--- config.mk ---
export PLATFORM = sky130hd
export DESIGN_NAME = xorshift_rewind
export DESIGN_NICKNAME = d
export VERILOG_FILES = /design/src/rtl/xorshift_rewind_pkg.sv /design/src/rtl/xorshift_step.sv /design/src/rtl/xorshift_rewind.sv
export SDC_FILE = /design/constraint.sdc
export NUM_CORES = 1
export LEC_CHECK = 0
export BUFFER_PORTS_ARGS = -buffer_cell sky130_fd_sc_hd__buf_2
export CAP_MARGIN = 20
export CELL_PAD_IN_SITES_DETAIL_PLACEMENT = 0
export CELL_PAD_IN_SITES_GLOBAL_PLACEMENT = 1
export CORE_UTILIZATION = 44
export CTS_CLUSTER_SIZE = 16
export DETAILED_ROUTE_END_ITERATION = 7
export PLACE_DENSITY = 0.89
export SYNTH_ARGS = -nofsm -noshare
export SYNTH_HDL_FRONTEND = slang
export SYNTH_SLANG_ARGS = --single-unit
--- constraint.sdc ---
create_clock -name clk -period 2.36 [get_ports clk]
set_input_delay 0.118 -clock clk [delete_from_list [all_inputs] [get_ports clk]]
set_output_delay 0.118 -clock clk [all_outputs]
set_load 0.03 [all_outputs]
--- src/rtl/xorshift_rewind_pkg.sv ---
// Shared PRNG definitions: default width/shift amounts, rewind FSM encoding, iteration count.
package xorshift_rewind_pkg;

  localparam int PRNG_WIDTH  = 16;
  localparam int SHIFT_A_DEF = 7;
  localparam int SHIFT_B_DEF = 9;
  localparam int SHIFT_C_DEF = 8;

  typedef enum logic [2:0] {
    IDLE   = 3'd0,
    UNDO_C = 3'd1,
    UNDO_B = 3'd2,
    UNDO_A = 3'd3,
    DONE   = 3'd4
  } state_t;

  // Shift-XOR terms needed to invert x ^= x<<s (or >>s) on w bits.
  function automatic int n_iter(input int w, input int s);
    int n;
    n = (w + s - 1) / s - 1;
    return (n < 1) ? 1 : n;
  endfunction

endpackage

--- src/rtl/xorshift_step.sv ---
// Combinational forward xorshift step: x^=x<<A; x^=x>>B; x^=x<<C.
module xorshift_step
  import xorshift_rewind_pkg::*;
#(
  parameter int WIDTH   = PRNG_WIDTH,
  parameter int SHIFT_A = SHIFT_A_DEF,
  parameter int SHIFT_B = SHIFT_B_DEF,
  parameter int SHIFT_C = SHIFT_C_DEF
) (
  input  logic [WIDTH-1:0] x,
  output logic [WIDTH-1:0] y
);

  logic [WIDTH-1:0] s1;
  logic [WIDTH-1:0] s2;

  assign s1 = x ^ (x << SHIFT_A);
  assign s2 = s1 ^ (s1 >> SHIFT_B);
  assign y  = s2 ^ (s2 << SHIFT_C);

endmodule

--- src/rtl/xorshift_rewind.sv ---
// Iterative inverse of one xorshift step, one shift-XOR term per clock.
// Optional self-check of the recovered state: define XORSHIFT_REWIND_CHECK_EN.
module xorshift_rewind
  import xorshift_rewind_pkg::*;
#(
  parameter int WIDTH   = PRNG_WIDTH,
  parameter int SHIFT_A = SHIFT_A_DEF,
  parameter int SHIFT_B = SHIFT_B_DEF,
  parameter int SHIFT_C = SHIFT_C_DEF
) (
  input  logic             clk,
  input  logic             rst_n,
  input  logic             in_valid,
  output logic             in_ready,
  input  logic [WIDTH-1:0] in_data,
  output logic             out_valid,
  input  logic             out_ready,
  output logic [WIDTH-1:0] out_data,
  output logic             chk_err
);

  localparam int N_C   = n_iter(WIDTH, SHIFT_C);
  localparam int N_B   = n_iter(WIDTH, SHIFT_B);
  localparam int N_A   = n_iter(WIDTH, SHIFT_A);
  localparam int CNT_W = $clog2(WIDTH) + 1;

  state_t           state, state_nxt;
  logic [WIDTH-1:0] acc, term;
  logic [WIDTH-1:0] t_nxt, acc_nxt;
  logic [CNT_W-1:0] cnt, cnt_last;
  logic             capture, busy, last;

  assign in_ready  = (state == IDLE);
  assign out_valid = (state == DONE);
  assign out_data  = acc;
  assign capture   = in_valid && in_ready;
  assign busy      = (state == UNDO_C) || (state == UNDO_B) || (state == UNDO_A);
  assign acc_nxt   = acc ^ t_nxt;
  assign last      = (cnt == cnt_last);

  // Stages run in reverse order of the forward step: C, then B, then A.
  always_comb begin
    t_nxt    = term;
    cnt_last = '0;
    case (state)
      UNDO_C: begin
        t_nxt    = term << SHIFT_C;
        cnt_last = CNT_W'(N_C - 1);
      end
      UNDO_B: begin
        t_nxt    = term >> SHIFT_B;
        cnt_last = CNT_W'(N_B - 1);
      end
      UNDO_A: begin
        t_nxt    = term << SHIFT_A;
        cnt_last = CNT_W'(N_A - 1);
      end
      default: ;
    endcase
  end

  always_comb begin
    state_nxt = state;
    case (state)
      IDLE:    if (capture)   state_nxt = UNDO_C;
      UNDO_C:  if (last)      state_nxt = UNDO_B;
      UNDO_B:  if (last)      state_nxt = UNDO_A;
      UNDO_A:  if (last)      state_nxt = DONE;
      DONE:    if (out_ready) state_nxt = IDLE;
      default:                state_nxt = IDLE;
    endcase
  end

  always_ff @(posedge clk or negedge rst_n) begin
    if (!rst_n) begin
      state <= IDLE;
      acc   <= '0;
      cnt   <= '0;
    end else begin
      state <= state_nxt;
      if (capture) begin
        acc <= in_data;
        cnt <= '0;
      end else if (busy) begin
        acc <= acc_nxt;
        cnt <= last ? '0 : cnt + 1'b1;
      end
    end
  end

  // Each new stage restarts its term chain from the partially recovered value.
  always_ff @(posedge clk) begin
    if (capture)   term <= in_data;
    else if (busy) term <= last ? acc_nxt : t_nxt;
  end

`ifdef XORSHIFT_REWIND_CHECK_EN
  logic [WIDTH-1:0] cap;
  logic [WIDTH-1:0] fwd;
  logic             chk_err_r;

  xorshift_step #(
    .WIDTH  (WIDTH),
    .SHIFT_A(SHIFT_A),
    .SHIFT_B(SHIFT_B),
    .SHIFT_C(SHIFT_C)
  ) u_step (
    .x(acc_nxt),
    .y(fwd)
  );

  always_ff @(posedge clk) begin
    if (capture) cap <= in_data;
  end

  // Evaluated on the value about to be written into acc as DONE is entered.
  always_ff @(posedge clk or negedge rst_n) begin
    if (!rst_n)                      chk_err_r <= 1'b0;
    else if (capture)                chk_err_r <= 1'b0;
    else if (state == UNDO_A && last) chk_err_r <= (fwd != cap);
  end

  assign chk_err = chk_err_r;
`else
  assign chk_err = 1'b0;
`endif

endmodule
* Word level (Yosys, flattened, before mapping)
Cells that the tools add are included.
** Word-level totals
- Register bits after elaboration :: 40
- Output and inout bits :: 19
- Word-level logic and storage cells :: 38
** Operators by class
- $add $sub $neg :: 1
- Equality and inequality tests :: 10
- Multiplexer cells :: 16
- Bitwise operators :: 1
- Reductions and logical operators :: 6
** Operators by type and width (count)
- $mux W16 :: 5
- $pmux W16 S3 :: 1
- $xor A16 B16 Y16 :: 1
- $mux W3 :: 5
- $mux W5 :: 3
- $pmux W3 S5 :: 1
- $eq A3 B2 Y1 const B :: 2
- $ne A2 B2 Y1 const B :: 3
- $add A5 B1 Y5 const B :: 1
- $eq A5 B5 Y1 :: 1
- $reduce_and A5 Y1 :: 1
- $ne A2 B1 Y1 const B :: 2
- $eq A3 B1 Y1 const B :: 1
- $eq A3 B3 Y1 const B :: 1
- $logic_not A3 Y1 :: 1
- $logic_or A1 B1 Y1 :: 2
- $reduce_bool A2 Y1 :: 1
- $logic_and A1 B1 Y1 :: 1
- $mux W1 :: 1

* Depth between registers and ports, before layout
Gate-level depths: netlist of run 1.
- Word-level depth :: 6
- Mapped depth :: 7

* Worst setup path before layout of run 1
OpenSTA, ideal clock, no wires.
- Path kind :: register to register
- Start point :: reg state[1]
- End point :: reg term[3] (data pin)
- Library setup time :: 0.167 ns
- Arrival :: 2.155 ns
- Data required time :: 2.193 ns
- Slack :: 0.038 ns
- Cell stages (with the launch flop) :: 8
- Buffers on the path :: 3
- Clock period less this slack :: 2.322 ns
- Path through :: dfrtp_1 > clkbuf_1 > nor3_1 > and2_1 > buf_2 > clkbuf_1 > nor2_1 > a211oi_1
** Between the ends
- Elaborated cells on any way between the ends :: 12
- Those cells by class :: eq/ne (4); mux (5); bitwise (1); reduce/logical (2)
** RTL lines
- start, declared :: RTL line xorshift_rewind.sv:27 : state_t state, state_nxt;
- start signal, assigned :: RTL line xorshift_rewind.sv:80 : state <= state_nxt;
- $logic_not A3 Y1 :: RTL line xorshift_rewind.sv:33 : assign in_ready = (state == IDLE);
- net in_ready :: RTL line xorshift_rewind.sv:14 : output logic in_ready,
- $logic_and A1 B1 Y1 :: RTL line xorshift_rewind.sv:36 : assign capture = in_valid && in_ready;
- $mux W16 :: RTL line xorshift_rewind.sv:93 : if (capture) term <= in_data;
- end signal, assigned :: RTL line xorshift_rewind.sv:93
- end signal, assigned :: RTL line xorshift_rewind.sv:94 : else if (busy) term <= last ? acc_nxt : t_nxt;
- end, declared :: RTL line xorshift_rewind.sv:28 : logic [WIDTH-1:0] acc, term;
The timed path passes the listed nets, and every way through them passes these cells. The select of a mux whose other input is x is not followed.
A chain may end at the register's enable or synchronous reset.

* Worst setup path in the final report of run 1
- Start point :: reg state[2]
- End point :: reg term[6] (data pin)
** Between the ends
- Cells in the longest elaborated chain, start to end :: 6
- Elaborated cells on any way between the ends :: 12
- Those cells by class :: eq/ne (4); mux (5); bitwise (1); reduce/logical (2)
** RTL lines
- $eq A3 B2 Y1 or $eq A3 B1 Y1 (tied branches) :: RTL line xorshift_rewind.sv:45 : case (state)
- $mux W1 or $pmux W16 S3 (tied branches) :: RTL line xorshift_rewind.sv:45
- $eq A5 B5 Y1 or $xor A16 B16 Y16 (tied branches) :: RTL line xorshift_rewind.sv:39, xorshift_rewind.sv:38
- $mux W16 (2 in series) :: RTL line xorshift_rewind.sv:94
- $mux W16 * :: RTL line xorshift_rewind.sv:93
Mark *: on every way between the ends. The rest lies on a longest branch, timed or not. The select of a mux whose other input is x is not followed.

==> impl_metrics.yaml, run 1 <==
run_status:
  outcome: "finished, final reports clean"
yosys:
  syn-cell-area_mm2: 0.00259
  synth-edff-count: 16
  synth_common_cells: "24 x dfrtp_1, 23 x nor2_1, 17 x xnor2_1"
  yosysSeqAreaShare_pct: 41.7
  synth_cell_types: 48
  synth_warnings: 0
  synth_area_leader_cell: "dfrtp_1"
  synth_area_leaders: "dfrtp_1 23%, edfxtp_1 19%, xnor2_1 5.7%"
  synth_flop_cell: "dfrtp_1"
  synth_nets: 289
  synthCells: 268
  syn-mean-instance-area_um2: 9.67
  yosysTopAreaCellShare_pct: 23.2
  synth.most_common_cell: "dfrtp_1"
  async_reset_ff_share_pct: 60.0
  synth_seq_cells: 40
timing:
  relSlewSlack_pct: 48.6
  final.setup_skew_ns: 0.00940
  maxSlewViolCount: 0
  fmax_mhz: 485
  min_period_over_period_pct: 87.4
  worst_pin_slew_ns: 0.769
  fin_crit_ns: 2.06
  rsz0062_at_grt: "false"
  hold_violations: 0
  setup_viol: 0
  finalSetupTns_ns: 0
cts:
  clock-sinks: 40
  htree_levels: 2
  clock_latency_ns: 0.30
  clockBufferDepth: 2
  cts_buffers: 5
  path_clk_slew_ns: 0.09
  cts-root-buf: "clkbuf_8"
  post_cts_resized: 0
  cts_tree: "done"
floorplan:
  coreArea_mm2: 0.00561
  die-width_um: 78.7
  start_util_pct: 46.2
  dieArea_mm2: 0.00620
  die_h_um: 78.7
  row_count: 27
  io-pin-count: 39
drt:
  drt_wl_total_mm: 6.33
  drtPass1Iterations: 4
  antenna_left: 0
  viasPerCell: 6.07
  vias: 2283
  drc_errors: 0
  drt_iter0_drc: 135
  post_drt_wl_per_cell_um: 16.8
pwr:
  power_leakage_nw: 1.21
  ir_drop_v: 0.000787
  power_density_mw_per_mm2: 1790
final_layout:
  stdcell_area_mm2: 0.00295
  n_fill_cell: 543
  layout.cells.non_filler: 376
  drive_above_1_share_pct: 22.7
  area_growth_pct: 13.7
  diodes: 0
  nNetsFinal: 324
setup_path:
  startpoint: "state[2]"
  r2r_cells: 5
  arrival_ns: 2.12
  slowest_stage: "dfrtp_1"
  r2r_start: "state[2]"
  critPathKind: "reg2reg"
  cp_data_required_time_ns: 2.42
  r2r_end: "term[6]"
  max_stage_delay_ns: 0.53
  path_cells: "buf_4 -> nor4bb_1 -> a211oi_1 -> or2_2 -> o211a_1"
  end_kind: "flop"
  start_kind: "flop"
  cp_max_fo: 13
  cp-endpoint: "term[6]"
  r2r_slack_ns: 0.30
job:
  maxCapViolCount: 0
place:
  hpwl_mm: 4.44
  place.port_buffers: 37
  dpl.cell_count: 367
  placed_cell_area_mm2: 0.00286
  gp_congestion: 0.870
grt:
  track_usage_pct: 21.7
  grt-ovfl-total: 0
  grt_antenna_before_repair: 0
  grt_start_max_net_pins: 25
  grt_pass1_wl_mm: 10.4
  grt_pass1_vias: 2169
min_path:
  min_path_type: "in2reg"
==> cell usage in the layout (no fill, tap or decap), types with 2 or more instances in the layout <==
master | netlist | final
and2_1 | 2 | 2
a22o_1 | 3 | 3
nor3b_1 | 7 | 7
o311a_2 | 4 | 4
buf_2 | 8 | 37
mux2i_1 | 8 | 8
o21ai_0 | 11 | 11
clkbuf_8 | 0 | 5
o2bb2ai_1 | 9 | 9
a21oi_1 | 7 | 7
nand3b_1 | 2 | 2
or2_2 | 3 | 3
o311a_1 | 2 | 2
inv_1 | 10 | 10
nor3_1 | 8 | 8
a31oi_1 | 13 | 13
edfxtp_1 | 16 | 16
buf_4 | 1 | 16
xnor2_1 | 17 | 17
and4_1 | 9 | 9
xor2_1 | 2 | 2
a211oi_1 | 13 | 13
nand3_1 | 4 | 4
clkbuf_1 | 13 | 2
nor2_1 | 23 | 23
dfrtp_1 | 24 | 24
o31ai_1 | 9 | 9
nand2_1 | 12 | 12
nor4bb_1 | 7 | 7
==> how the worst min path moves through the flow <==
stage | end | cells past startpoint | startpoint | slack [ns]
after global routing | state[2] | 2 | out_ready | 0.006
after global placement | out_data[0] | 1 | rst_n | 0.16
after detailed placement | out_data[2] | 1 | rst_n | 0.17
after floorplan | cnt[0] | 0 | rst_n | -0.18
final | state[2] | 2 | out_ready | 0.004
after CTS | state[2] | 2 | out_ready | 0.00003
==> routing by layer <==
metal | vias up | share of wire (%) | track usage, %
met5 | - | 0 | 0
met2 | 55 | 51 | 37.4
met3 | 6 | 3.3 | 3.68
met1 | 1134 | 44 | 27.7
li1 | 1088 | - | -
met4 | 0 | 1.2 | 6.48
==> power breakdown <==
group | switching [W] | total (W) | internal (W)
combinational | 0.00180 | 0.00316 | 0.00136
clock | 0.000251 | 0.000459 | 0.000208
sequential | 0.000437 | 0.00165 | 0.00121
==> flip-flops by register name, summed over array words and instances, names as in the netlist <==
| signal | count |
|---|---|
| cnt | 5 |
| out_data | 16 |
| state | 3 |
| term | 16 |
==> critical path, delay by kind of cell (launching register included) <==
| family | cells | cell delay, ns |
|---|---|---|
| flip-flops | 1 | 0.53 |
| buffers and inverters | 1 | 0.24 |
| AND/OR/NAND/NOR | 2 | 0.74 |
| AO/OA/AOI/OAI | 2 | 0.32 |
==> what timing repair did <==
item                                   in CTS  in global routing
buffers inserted                            0                  0
hold buffers                                1                  0
endpoints found under the hold margin      24                  0
setup endpoints to repair                   0                  0
==> logic make-up (layout without fill, tap and decap cells) <==
kind of cell,Yosys count,in the layout,share of synthesized area (%)
other,1,1,0.145
AND/OR/NAND/NOR,83,83,18.7
XOR/XNOR,19,19,6.42
multiplexers,8,8,3.09
flip-flops,40,40,41.7
AO/OA/AOI/OAI,79,79,22.3
buffers and inverters,36,72,6.76
adder cells (fa/ha/maj),2,2,0.869
==> through the flow <==
| stage | power, W | worst slack, ns | utilization (%) | hold slack (ns) |
|---|---|---|---|---|
| floorplan | 0.00404 | 0.0383 | - | -0.178 |
| global placement | 0.00469 | 0.260 | 50.9 | 0.165 |
| detailed placement | 0.00481 | 0.276 | 50.9 | 0.169 |
| CTS | 0.00527 | 0.273 | 52.5 | 0.0000275 |
| global route | 0.00565 | 0.111 | 52.5 | 0.00607 |
| finish | 0.00527 | 0.298 | 52.5 | 0.00390 |
==> final cells by class <==
class                      instances  area (um2)  area share, %
clock buffer                       7        76.3           2.59
clock inverter                     1        5.00          0.170
inverter                          10        37.5           1.27
multi-input combinational        192        1340           45.5
sequential                        40        1080           36.7
tap                               72        90.1           3.06
timing repair buffer              54         315           10.7
(Power assumes the default switching activity.)
==> run 2, diff against run 1 <==
Settings changed: CORE_UTILIZATION 44 to 40, PLACE_DENSITY 0.89 to 0.83.
==> impl_metrics.yaml, run 2 (same netlist as run 1, synthesis figures left out) <==
setup_path:
  r2r_start: "state[0]"
  end_kind: "flop"
  start_kind: "flop"
  max_stage_delay_ns: 0.49
  r2r_slack_ns: 0.30
  critPathKind: "reg2reg"
  cp_data_required_time_ns: 2.38
  arrival_ns: 2.08
  critical_path.most_common_cell: "buf_4"
  r2r_end: "term[0]"
  r2r_cells: 6
  path_cells: "buf_4 -> buf_4 -> nor3_1 -> or2_2 -> inv_1 -> buf_12"
  cp_max_fo: 15
  slowest_stage: "dfrtp_1"
floorplan:
  dieArea_mm2: 0.00680
  coreArea_mm2: 0.00610
  row_count: 28
  start_util_pct: 42.5
  die-width_um: 82.5
  io-pin-count: 39
  die_h_um: 82.5
place:
  hpwl_mm: 4.43
  place.port_buffers: 37
  gp_congestion: 0.820
  placed_cell_area_mm2: 0.00288
  place_ws_ns: 0.168
timing:
  finalSetupTns_ns: 0
  relSlewSlack_pct: 45.4
  worst_pin_slew_ns: 0.817
  fmax_mhz: 486
  maxSlewViolCount: 0
  setup_ws_ns: 0.303
  setup_viol: 0
  final.setup_skew_ns: 0.00275
  fin_crit_ns: 2.06
  rsz0062_at_grt: "false"
  hold_violations: 0
  min_period_over_period_pct: 87.2
final_layout:
  drive_above_1_share_pct: 23.9
  nNetsFinal: 326
  diodes: 0
  stdcell_area_mm2: 0.00301
  area_growth_pct: 16.1
  layout_commonest_cell: "buf_2"
  n_fill_cell: 584
  utilization_pct: 49.3
  final_cell_mix: "37 x buf_2, 24 x dfrtp_1, 23 x nor2_1, 17 x xnor2_1, 17 x buf_4"
cts:
  htree_levels: 2
  clock_latency_ns: 0.30
  path_clk_slew_ns: 0.08
  cts_tree: "done"
  clockBufferDepth: 2
  postCtsSetupRepairBufs: 0
  cts-root-buf: "clkbuf_8"
  hold_buffers: 1
  post_cts_resized: 0
  clock-sinks: 40
  cts_buffers: 5
drt:
  drt_iter0_drc: 216
  route.met3.wl_um: 396
  route.layer.met1.wl_mm: 2.91
  post_drt_wl_per_cell_um: 16.5
  top_layer_used: "met4"
  drt_wl_total_mm: 6.29
  wl_met2_mm: 2.90
  drtPass1Iterations: 4
  antenna_left: 0
  viasPerCell: 5.93
  drc_errors: 0
  vias: 2259
grt:
  grt_antenna_before_repair: 0
  grt_start_max_net_pins: 25
  grt_pass1_vias: 2026
  track_usage_pct: 19.8
  grt-ovfl-total: 0
  grt_pass1_wl_mm: 10.0
min_path:
  holdPathStages: 2
  worstHoldEndpoint: "state[2]"
  min_path_type: "in2reg"
  min_from: "out_ready"
pwr:
  ir_drop_v: 0.000808
  power_leakage_nw: 1.24
  power_density_mw_per_mm2: 1810
  power_w: 0.00544
run_status:
  outcome: "finished, final reports clean"
job:
  maxCapViolCount: 0
-- run 2: cell types whose count changed in the layout (fill, tap and decap cells not counted), sizes merged --
| cell | before | now |
|---|---|---|
| buf | 53 | 55 |
| bufinv | 0 | 1 |
| clkbuf | 7 | 5 |
| clkinvlp | 0 | 1 |
-- run 2: per-stage QoR --
step	hold slack, ns	cells
2_1_floorplan	-0.178	268
3_3_place_gp	0.169	371
3_5_place_dp	0.179	371
4_1_cts	0.00426	380
5_1_grt	0.0438	381
6_report	0.0153	381
-- run 2: area by class of cell --
type / count / area, um2 / area share [%]
multi-input combinational: 192 / 1340 / 44.6
sequential: 40 / 1080 / 35.9
timing repair buffer: 56 / 343 / 11.4
tap: 75 / 93.8 / 3.12
clock buffer: 5 / 68.8 / 2.29
clock inverter: 3 / 42.5 / 1.41
inverter: 10 / 37.5 / 1.25
-- run 2: power breakdown --
| part | switching [W] | internal (W) | total, W |
|---|---|---|---|
| Combinational | 0.00189 | 0.00140 | 0.00329 |
| Clock | 0.000264 | 0.000313 | 0.000577 |
| Sequential | 0.000352 | 0.00121 | 0.00157 |
-- run 2: worst max path at each step --
stage / start / endpoint / cells after the start
finish: state[0] / term[0] / 6
global route: state[0] / term[1] / 6
CTS: state[0] / term[6] / 4
detailed placement: state[0] / term[6] / 4
global placement: state[0] / term[6] / 4
floorplan: state[1] / term[3] / 7
-- run 2: metal layers --
layer	vias to the layer above	global-route usage, %
met4	0	5.44
met3	7	3.63
met1	1081	28.1
met2	86	30.8
met5	-	0
li1	1085	-
-- run 2: critical path, delay by kind of cell (launching register included) --
kind / cells / cell delay (ns)
DFF: 1 / 0.49
buffers and inverters: 4 / 0.91
and+or+nand+nor: 2 / 0.37
